`config.mk`:
```
export PLATFORM = sky130hd
export DESIGN_NAME = uart_to_fifo_stager_flat
export DESIGN_NICKNAME = d
export VERILOG_FILES = /design/src/rtl/uart_to_fifo_stager_pkg.sv /design/src/rtl/uart_to_fifo_stager_if.sv /design/src/rtl/uart_to_fifo_stager_ring.sv /design/src/rtl/uart_to_fifo_stager.sv /design/src/flat_wrapper.sv
export SDC_FILE = /design/constraint.sdc
export NUM_CORES = 1
export LEC_CHECK = 0
export BUFFER_PORTS_ARGS = -buffer_cell sky130_fd_sc_hd__buf_2
export CORE_ASPECT_RATIO = 0.6
export CORE_UTILIZATION = 50
export CTS_CLUSTER_DIAMETER = 60
export DETAILED_ROUTE_END_ITERATION = 8
export GPL_ROUTABILITY_DRIVEN = 0
export PLACE_DENSITY = 0.83
export SYNTH_ARGS = -nofsm -noshare
export SYNTH_HDL_FRONTEND = slang
export SYNTH_SLANG_ARGS = --single-unit
```
`constraint.sdc`:
```
create_clock -name clk -period 1.8 [get_ports clk]
set_input_delay 0.09 -clock clk [delete_from_list [all_inputs] [get_ports clk]]
set_output_delay 0.09 -clock clk [all_outputs]
set_load 0.02 [all_outputs]
```
`src/rtl/uart_to_fifo_stager_pkg.sv`:
```
// Shared types for the UART-to-FIFO stager.
// Holds the write FSM state encoding.
package uart_stager_pkg;

   typedef enum logic [1:0] {
      IDLE      = 2'd0,
      WAIT_RDY  = 2'd1,
      TRIGGER   = 2'd2,
      WAIT_DONE = 2'd3
   } UartStager_state;

endpackage

```
`src/rtl/uart_to_fifo_stager_if.sv`:
```
// UART receive / FIFO writer handshake bundle.
// master is the stager side, slave is the environment side.
interface uart_to_fifo_stager_if #(
   parameter int DATA_W = 8,
   parameter int CNT_W  = 3
) ();

   logic              rx_done;
   logic [DATA_W-1:0] rx_data;
   logic              wr_rdy;
   logic              wr_done;
   logic              is_full;
   logic              clr_overflow;
   logic              wr_trigger;
   logic [DATA_W-1:0] wr_data;
   logic [CNT_W-1:0]  stage_count;
   logic              stage_empty;
   logic              overflow;

   modport master (
      input  rx_done, rx_data, wr_rdy, wr_done,
      input  is_full, clr_overflow,
      output wr_trigger, wr_data, stage_count,
      output stage_empty, overflow
   );

   modport slave (
      output rx_done, rx_data, wr_rdy, wr_done,
      output is_full, clr_overflow,
      input  wr_trigger, wr_data, stage_count,
      input  stage_empty, overflow
   );

endinterface

```
`src/rtl/uart_to_fifo_stager_ring.sv`:
```
// Ring buffer between UART receiver and writer FSM.
// A pop frees a slot for a same-cycle push even when full.
import uart_stager_pkg::*;

module uart_stage_ring #(
   parameter int DATA_W      = 8,
   parameter int STAGE_DEPTH = 4,
   localparam int CNT_W      = $clog2(STAGE_DEPTH) + 1,
   localparam int PTR_W      = $clog2(STAGE_DEPTH)
) (
   input  logic              clk,
   input  logic              reset,
   input  logic              push,
   input  logic [DATA_W-1:0] push_data,
   input  logic              pop,
   output logic [DATA_W-1:0] head_data,
   output logic [CNT_W-1:0]  count,
   output logic              full,
   output logic              empty,
   output logic              drop
);

   logic [DATA_W-1:0] r_mem [STAGE_DEPTH];
   logic [PTR_W-1:0]  r_rd_ptr;
   logic [PTR_W-1:0]  r_wr_ptr;
   logic [CNT_W-1:0]  r_count;
   logic              w_pop;
   logic              w_acc;

   assign full  = (r_count == CNT_W'(STAGE_DEPTH));
   assign empty = (r_count == '0);
   assign w_pop = pop & ~empty;
   assign w_acc = push & (~full | w_pop);
   assign drop  = push & full & ~w_pop;

   assign head_data = r_mem[r_rd_ptr];
   assign count     = r_count;

   always_ff @(posedge clk) begin
      if (reset) begin
         r_rd_ptr <= '0;
         r_wr_ptr <= '0;
         r_count  <= '0;
      end else begin
         if (w_acc)
            r_wr_ptr <= r_wr_ptr + PTR_W'(1);
         if (w_pop)
            r_rd_ptr <= r_rd_ptr + PTR_W'(1);
         case ({w_acc, w_pop})
            2'b10:   r_count <= r_count + CNT_W'(1);
            2'b01:   r_count <= r_count - CNT_W'(1);
            default: r_count <= r_count;
         endcase
      end
   end

   always_ff @(posedge clk) begin
      if (w_acc)
         r_mem[r_wr_ptr] <= push_data;
   end

endmodule

```
`src/rtl/uart_to_fifo_stager.sv`:
```
// UART-to-FIFO stager: ring buffer plus Moore write FSM.
// Drains staged words through the writer trigger/ready/done handshake.
import uart_stager_pkg::*;

module uart_to_fifo_stager #(
   parameter int DATA_W      = 8,
   parameter int STAGE_DEPTH = 4
) (
   input logic                  clk,
   input logic                  reset,
   uart_to_fifo_stager_if.master bus
);

   localparam int CNT_W = $clog2(STAGE_DEPTH) + 1;

   UartStager_state   r_state;
   logic              r_trigger;
   logic              r_overflow;
   logic              w_pop;
   logic              w_more;
   logic              w_full;
   logic              w_empty;
   logic              w_drop;
   logic [CNT_W-1:0]  w_count;
   logic [DATA_W-1:0] w_head;

   assign w_pop = (r_state == WAIT_DONE) & bus.wr_done;

   uart_stage_ring #(
      .DATA_W      (DATA_W),
      .STAGE_DEPTH (STAGE_DEPTH)
   ) u_ring (
      .clk       (clk),
      .reset     (reset),
      .push      (bus.rx_done),
      .push_data (bus.rx_data),
      .pop       (w_pop),
      .head_data (w_head),
      .count     (w_count),
      .full      (w_full),
      .empty     (w_empty),
      .drop      (w_drop)
   );

   // A pop always makes room, so any same-cycle push is kept
   assign w_more = (w_count > CNT_W'(1)) | bus.rx_done;

   always_ff @(posedge clk) begin
      if (reset) begin
         r_state   <= IDLE;
         r_trigger <= 1'b0;
      end else begin
         r_trigger <= 1'b0;
         case (r_state)
            IDLE: begin
               if (!w_empty)
                  r_state <= WAIT_RDY;
            end
            WAIT_RDY: begin
               if (bus.wr_rdy && !bus.is_full) begin
                  r_state   <= TRIGGER;
                  r_trigger <= 1'b1;
               end
            end
            TRIGGER: begin
               if (!bus.wr_rdy)
                  r_state <= WAIT_DONE;
               else
                  r_trigger <= 1'b1;
            end
            WAIT_DONE: begin
               if (bus.wr_done)
                  r_state <= w_more ? WAIT_RDY : IDLE;
            end
            default: r_state <= IDLE;
         endcase
      end
   end

   always_ff @(posedge clk) begin
      if (reset)
         r_overflow <= 1'b0;
      else if (w_drop)
         r_overflow <= 1'b1;
      else if (bus.clr_overflow)
         r_overflow <= 1'b0;
   end

   assign bus.wr_trigger  = r_trigger;
   assign bus.wr_data     = w_head;
   assign bus.stage_count = w_count;
   assign bus.stage_empty = w_empty;
   assign bus.overflow    = r_overflow;

   logic w_unused;
   assign w_unused = w_full;

endmodule

```
`src/flat_wrapper.sv`:
```
// flat-port wrapper written by rule: the top's interface ports become plain ports
module uart_to_fifo_stager_flat 
#(
   parameter int DATA_W      = 8,
   parameter int STAGE_DEPTH = 4
)
  (clk, reset, bus_rx_done, bus_rx_data, bus_wr_rdy, bus_wr_done, bus_is_full, bus_clr_overflow, bus_wr_trigger, bus_wr_data, bus_stage_count, bus_stage_empty, bus_overflow);
  uart_to_fifo_stager_if #(.DATA_W(DATA_W), .CNT_W((3))) bus_i ();
  input logic clk;
  input logic reset;
  input wire logic [$bits(bus_i.rx_done)-1:0] bus_rx_done;
  input wire logic [$bits(bus_i.rx_data)-1:0] bus_rx_data;
  input wire logic [$bits(bus_i.wr_rdy)-1:0] bus_wr_rdy;
  input wire logic [$bits(bus_i.wr_done)-1:0] bus_wr_done;
  input wire logic [$bits(bus_i.is_full)-1:0] bus_is_full;
  input wire logic [$bits(bus_i.clr_overflow)-1:0] bus_clr_overflow;
  output wire logic [$bits(bus_i.wr_trigger)-1:0] bus_wr_trigger;
  output wire logic [$bits(bus_i.wr_data)-1:0] bus_wr_data;
  output wire logic [$bits(bus_i.stage_count)-1:0] bus_stage_count;
  output wire logic [$bits(bus_i.stage_empty)-1:0] bus_stage_empty;
  output wire logic [$bits(bus_i.overflow)-1:0] bus_overflow;
  assign bus_i.rx_done = bus_rx_done;
  assign bus_i.rx_data = bus_rx_data;
  assign bus_i.wr_rdy = bus_wr_rdy;
  assign bus_i.wr_done = bus_wr_done;
  assign bus_i.is_full = bus_is_full;
  assign bus_i.clr_overflow = bus_clr_overflow;
  assign bus_wr_trigger = bus_i.wr_trigger;
  assign bus_wr_data = bus_i.wr_data;
  assign bus_stage_count = bus_i.stage_count;
  assign bus_stage_empty = bus_i.stage_empty;
  assign bus_overflow = bus_i.overflow;
  uart_to_fifo_stager #(.DATA_W(DATA_W), .STAGE_DEPTH(STAGE_DEPTH)) u_core (.clk(clk), .reset(reset), .bus(bus_i));
endmodule
```
==> impl_metrics.csv <==
group,metric,value,unit
detailed_routing,initialDrtViolationCount,58,
power_and_ir_drop,power_density,1040,nW/µm²
worst_setup_path,cp-end-kind,"flip-flop",
flow_run,cap_violations,0,
detailed_routing,top_layer_used,"met4",
logic_synthesis,synthFlopType,"edfxtp_1",
global_routing,grt_max_degree,15,
sta,worstMarginPinSlew,0.393,ns
logic_synthesis,ys_async_sr_fraction,0,%
placed_design,dp.cells,207,
final_layout,drive_above_1_share,37.4,%
logic_synthesis,syn_area,1980,µm²
logic_synthesis,syn_inst,132,
worst_setup_path,crit_family,"compound AO/OA/AOI/OAI gates",
power_and_ir_drop,p_int,1.77,mW
logic_synthesis,yosysUniqueCellTypes,37,
sta,period_share,94.7,%
floorplan,dieArea,4210,µm²
cts,numCtsBuffers,5,
final_layout,finalNetCount,197,
sta,drv_slew,0,
logic_synthesis,yosysMostFrequentCell,"edfxtp_1",
sta,final-setup-viol-count,0,
power_and_ir_drop,combPwrFrac,23.0,%
worst_setup_path,crit_type,"reg2reg",
sta,finalClockSkew,0.00436,ns
floorplan,io_pins,29,
cts,clkSinkCount,45,
logic_synthesis,syn_nets,159,
logic_synthesis,synth_commonest_cells,"32 x edfxtp_1, 13 x dfxtp_1, 12 x ha_1, 8 x inv_1, 8 x mux4_2",
floorplan,die_y,50.7,µm
global_routing,grt_antenna_before_repair,0,
detailed_routing,firstDrtPassIters,4,
worst_setup_path,worst_path_largest_cell_delay,0.37,ns
sta,setup_tns,0,ns
worst_hold_path,hold_class,"in2reg",
detailed_routing,antenna_left,0,
logic_synthesis,synth.avg_cell_area,15.0,µm²
power_and_ir_drop,power.leakage,0.875,nW
detailed_routing,num_vias,1201,
logic_synthesis,ys_warn_count,0,
cts,clk_pin_slew,0.08,ns
cts,clockBufferDepth,2,
placed_design,hpwl,2460,µm
worst_setup_path,cp.arrival,1.93,ns
floorplan,core_area,3720,µm²
sta,fmax,587,MHz
detailed_routing,wl_met2,1690,µm
detailed_routing,wl_met1,1580,µm
worst_setup_path,worstPathRequired,2.03,ns
power_and_ir_drop,irDropWorstVdd,0.512,mV
sta,relSlewSlack,73.7,%
worst_setup_path,slowest_stage,"dfxtp_4",
detailed_routing,wirelength,3520,µm
sta,rsz0062_at_grt,"no",
floorplan,placementRows,17,
cts,cts_tree,"done",
final_layout,diodes,0,
detailed_routing,vias_per_cell,5.51,
global_routing,grt_pass1_wl,5730,µm
cts,root_buffer,"clkbuf_8",
floorplan,die_w,83.2,µm
outcome,status,"complete, no violations",
logic_synthesis,synth_edf_count,32,
global_routing,grt_usage,18.7,%
power_and_ir_drop,p_seq_share,50.7,%
final_layout,final_cells,218,
logic_synthesis,synth.largest_area_cell,"edfxtp_1",
power_and_ir_drop,switching_share,26.9,%
worst_setup_path,cp.buffers_inverters,1,
power_and_ir_drop,p_sw,0.652,mW
power_and_ir_drop,power,2.42,mW
logic_synthesis,ys_seq_area_share,61.8,%
global_routing,overflow,0,
logic_synthesis,synth_area_leaders,"edfxtp_1 49%, dfxtp_1 13%, mux4_2 9.1%",
final_layout,area_growth,18.4,%
cts,cts_max_level,2,
final_layout,nFillCells,258,
worst_setup_path,start_kind,"flip-flop",
logic_synthesis,ys_ff_latch,45,
sta,hold_violations,0,
floorplan,initial_utilization,53.1,%
detailed_routing,drc,0,
detailed_routing,met3_length,176,µm
global_routing,grt_pass1_vias,1231,
power_and_ir_drop,power.share.clock,26.3,%
detailed_routing,wl_per_cell,16.1,µm
logic_synthesis,yosysTopAreaCellShare,48.6,%
sta,min_period,1.70,ns
worst_setup_path,crit_path_max_fanout,6,
placed_design,port_buffers,28,
worst_setup_path,path_cells,"inv_1, ha_4, and3b_1, a2111oi_4, mux2_4, o22ai_2",
cts,clk_latency,0.30,ns
==> logic make-up after synthesis <==
family,Yosys count,share of synthesized area [%]
xor+xnor,3,1.33
mux,12,11.5
flops,45,61.8
simple gates,35,9.63
compound gates,13,5.83
fa+ha+maj,12,7.60
buf+inv,12,2.34
==> what timing repair did <==
action,4_1_cts,5_1_grt
hold buffers,2,0
setup buffers,1,0
gates resized for setup,3,9
pin swaps,1,1
endpoints found under the setup margin,9,35
hold endpoints to repair,8,0
==> area by class of cell <==
type / instances / area (µm²) / area share, %
Multi-Input combinational cell: 75 / 733 / 31.4
Clock inverter: 1 / 7.51 / 0.321
Clock buffer: 7 / 86.3 / 3.69
Timing Repair Buffer: 34 / 190 / 8.13
Inverter: 9 / 33.8 / 1.44
Sequential cell: 45 / 1230 / 52.5
Tap cell: 47 / 58.8 / 2.51
==> per-layer routing <==
| layer | vias to the layer above | track usage [%] |
|---|---|---|
| li1 | 562 | - |
| met1 | 593 | 22.5 |
| met3 | 8 | 5.92 |
| met5 | - | 0 |
| met2 | 38 | 30.9 |
| met4 | 0 | 9.77 |
==> power by group through the flow <==
stage	clock, mW	combinational (mW)	sequential (mW)
2_1_floorplan	0	0.363	1.24
3_3_place_gp	0	0.485	1.24
3_5_place_dp	0	0.499	1.25
4_1_cts	0.645	0.542	1.22
5_1_grt	0.692	0.607	1.24
6_report	0.637	0.556	1.23
==> registers in the layout, summed over array words and instances (netlist names), named ones only <==
name                    cells
u_core.bus.overflow         1
u_core.bus.wr_trigger       1
u_core.r_state              2
u_core.u_ring.count         3
u_core.u_ring.r_mem        32
u_core.u_ring.r_rd_ptr      2
u_core.u_ring.r_wr_ptr      2
==> placed cells by master, fill, tap and decap left out, types with 2 or more instances in the layout <==
cell           Yosys  final
a21oi_1            5      5
a31oi_1            2      2
and2_4             0      4
buf_2              1     28
buf_4              0      4
clkbuf_8           0      6
dfxtp_1           13      9
dfxtp_2            0      3
dlygate4sd3_1      0      2
edfxtp_1          32     32
ha_1              12     10
inv_1              8      8
mux2i_1            2      2
mux4_2             8      8
nand2_1            5      5
nand2b_1           2      2
nand3_1            4      4
nor2_1             7      7
nor3_1             2      2
or3_1              2      2
xnor2_1            2      2
==> final timing paths <==
check | from | to | slack [ns] | cells past startpoint
worst max register to register | u_core.u_ring.count[1] | u_core.r_state[0] | 0.1 | 6
worst max-delay path | u_core.u_ring.count[1] | u_core.r_state[0] | 0.1 | 6
worst min register to register | u_core.bus.overflow | u_core.bus.overflow | 0.49 | 2
worst min-delay path | bus_rx_data[5] | u_core.u_ring.r_mem[1][5] | 0.006 | 1
==> worst register-to-register path, delay by kind of cell (launching register included) <==
kind | cells | cell delay [ns]
simple gates | 1 | 0.21
flops | 1 | 0.37
compound gates | 2 | 0.44
mux | 1 | 0.34
fa+ha+maj | 1 | 0.19
buf+inv | 1 | 0.09
==> stage by stage <==
step           hold slack, ns  utilization (%)  worst slack, ns  instance area [µm²]
4_1_cts                0.0100             62.2          0.00181                 2320
3_3_place_gp            0.300             58.8           0.0860                 2190
3_5_place_dp            0.309             58.8          0.00572                 2190
2_1_floorplan           0.166                -          0.00226                 1980
5_1_grt               0.00811             62.8           0.0126                 2340
6_report              0.00626             62.8           0.0950                 2340
Note: power is estimated with default switching activity, not from simulation.
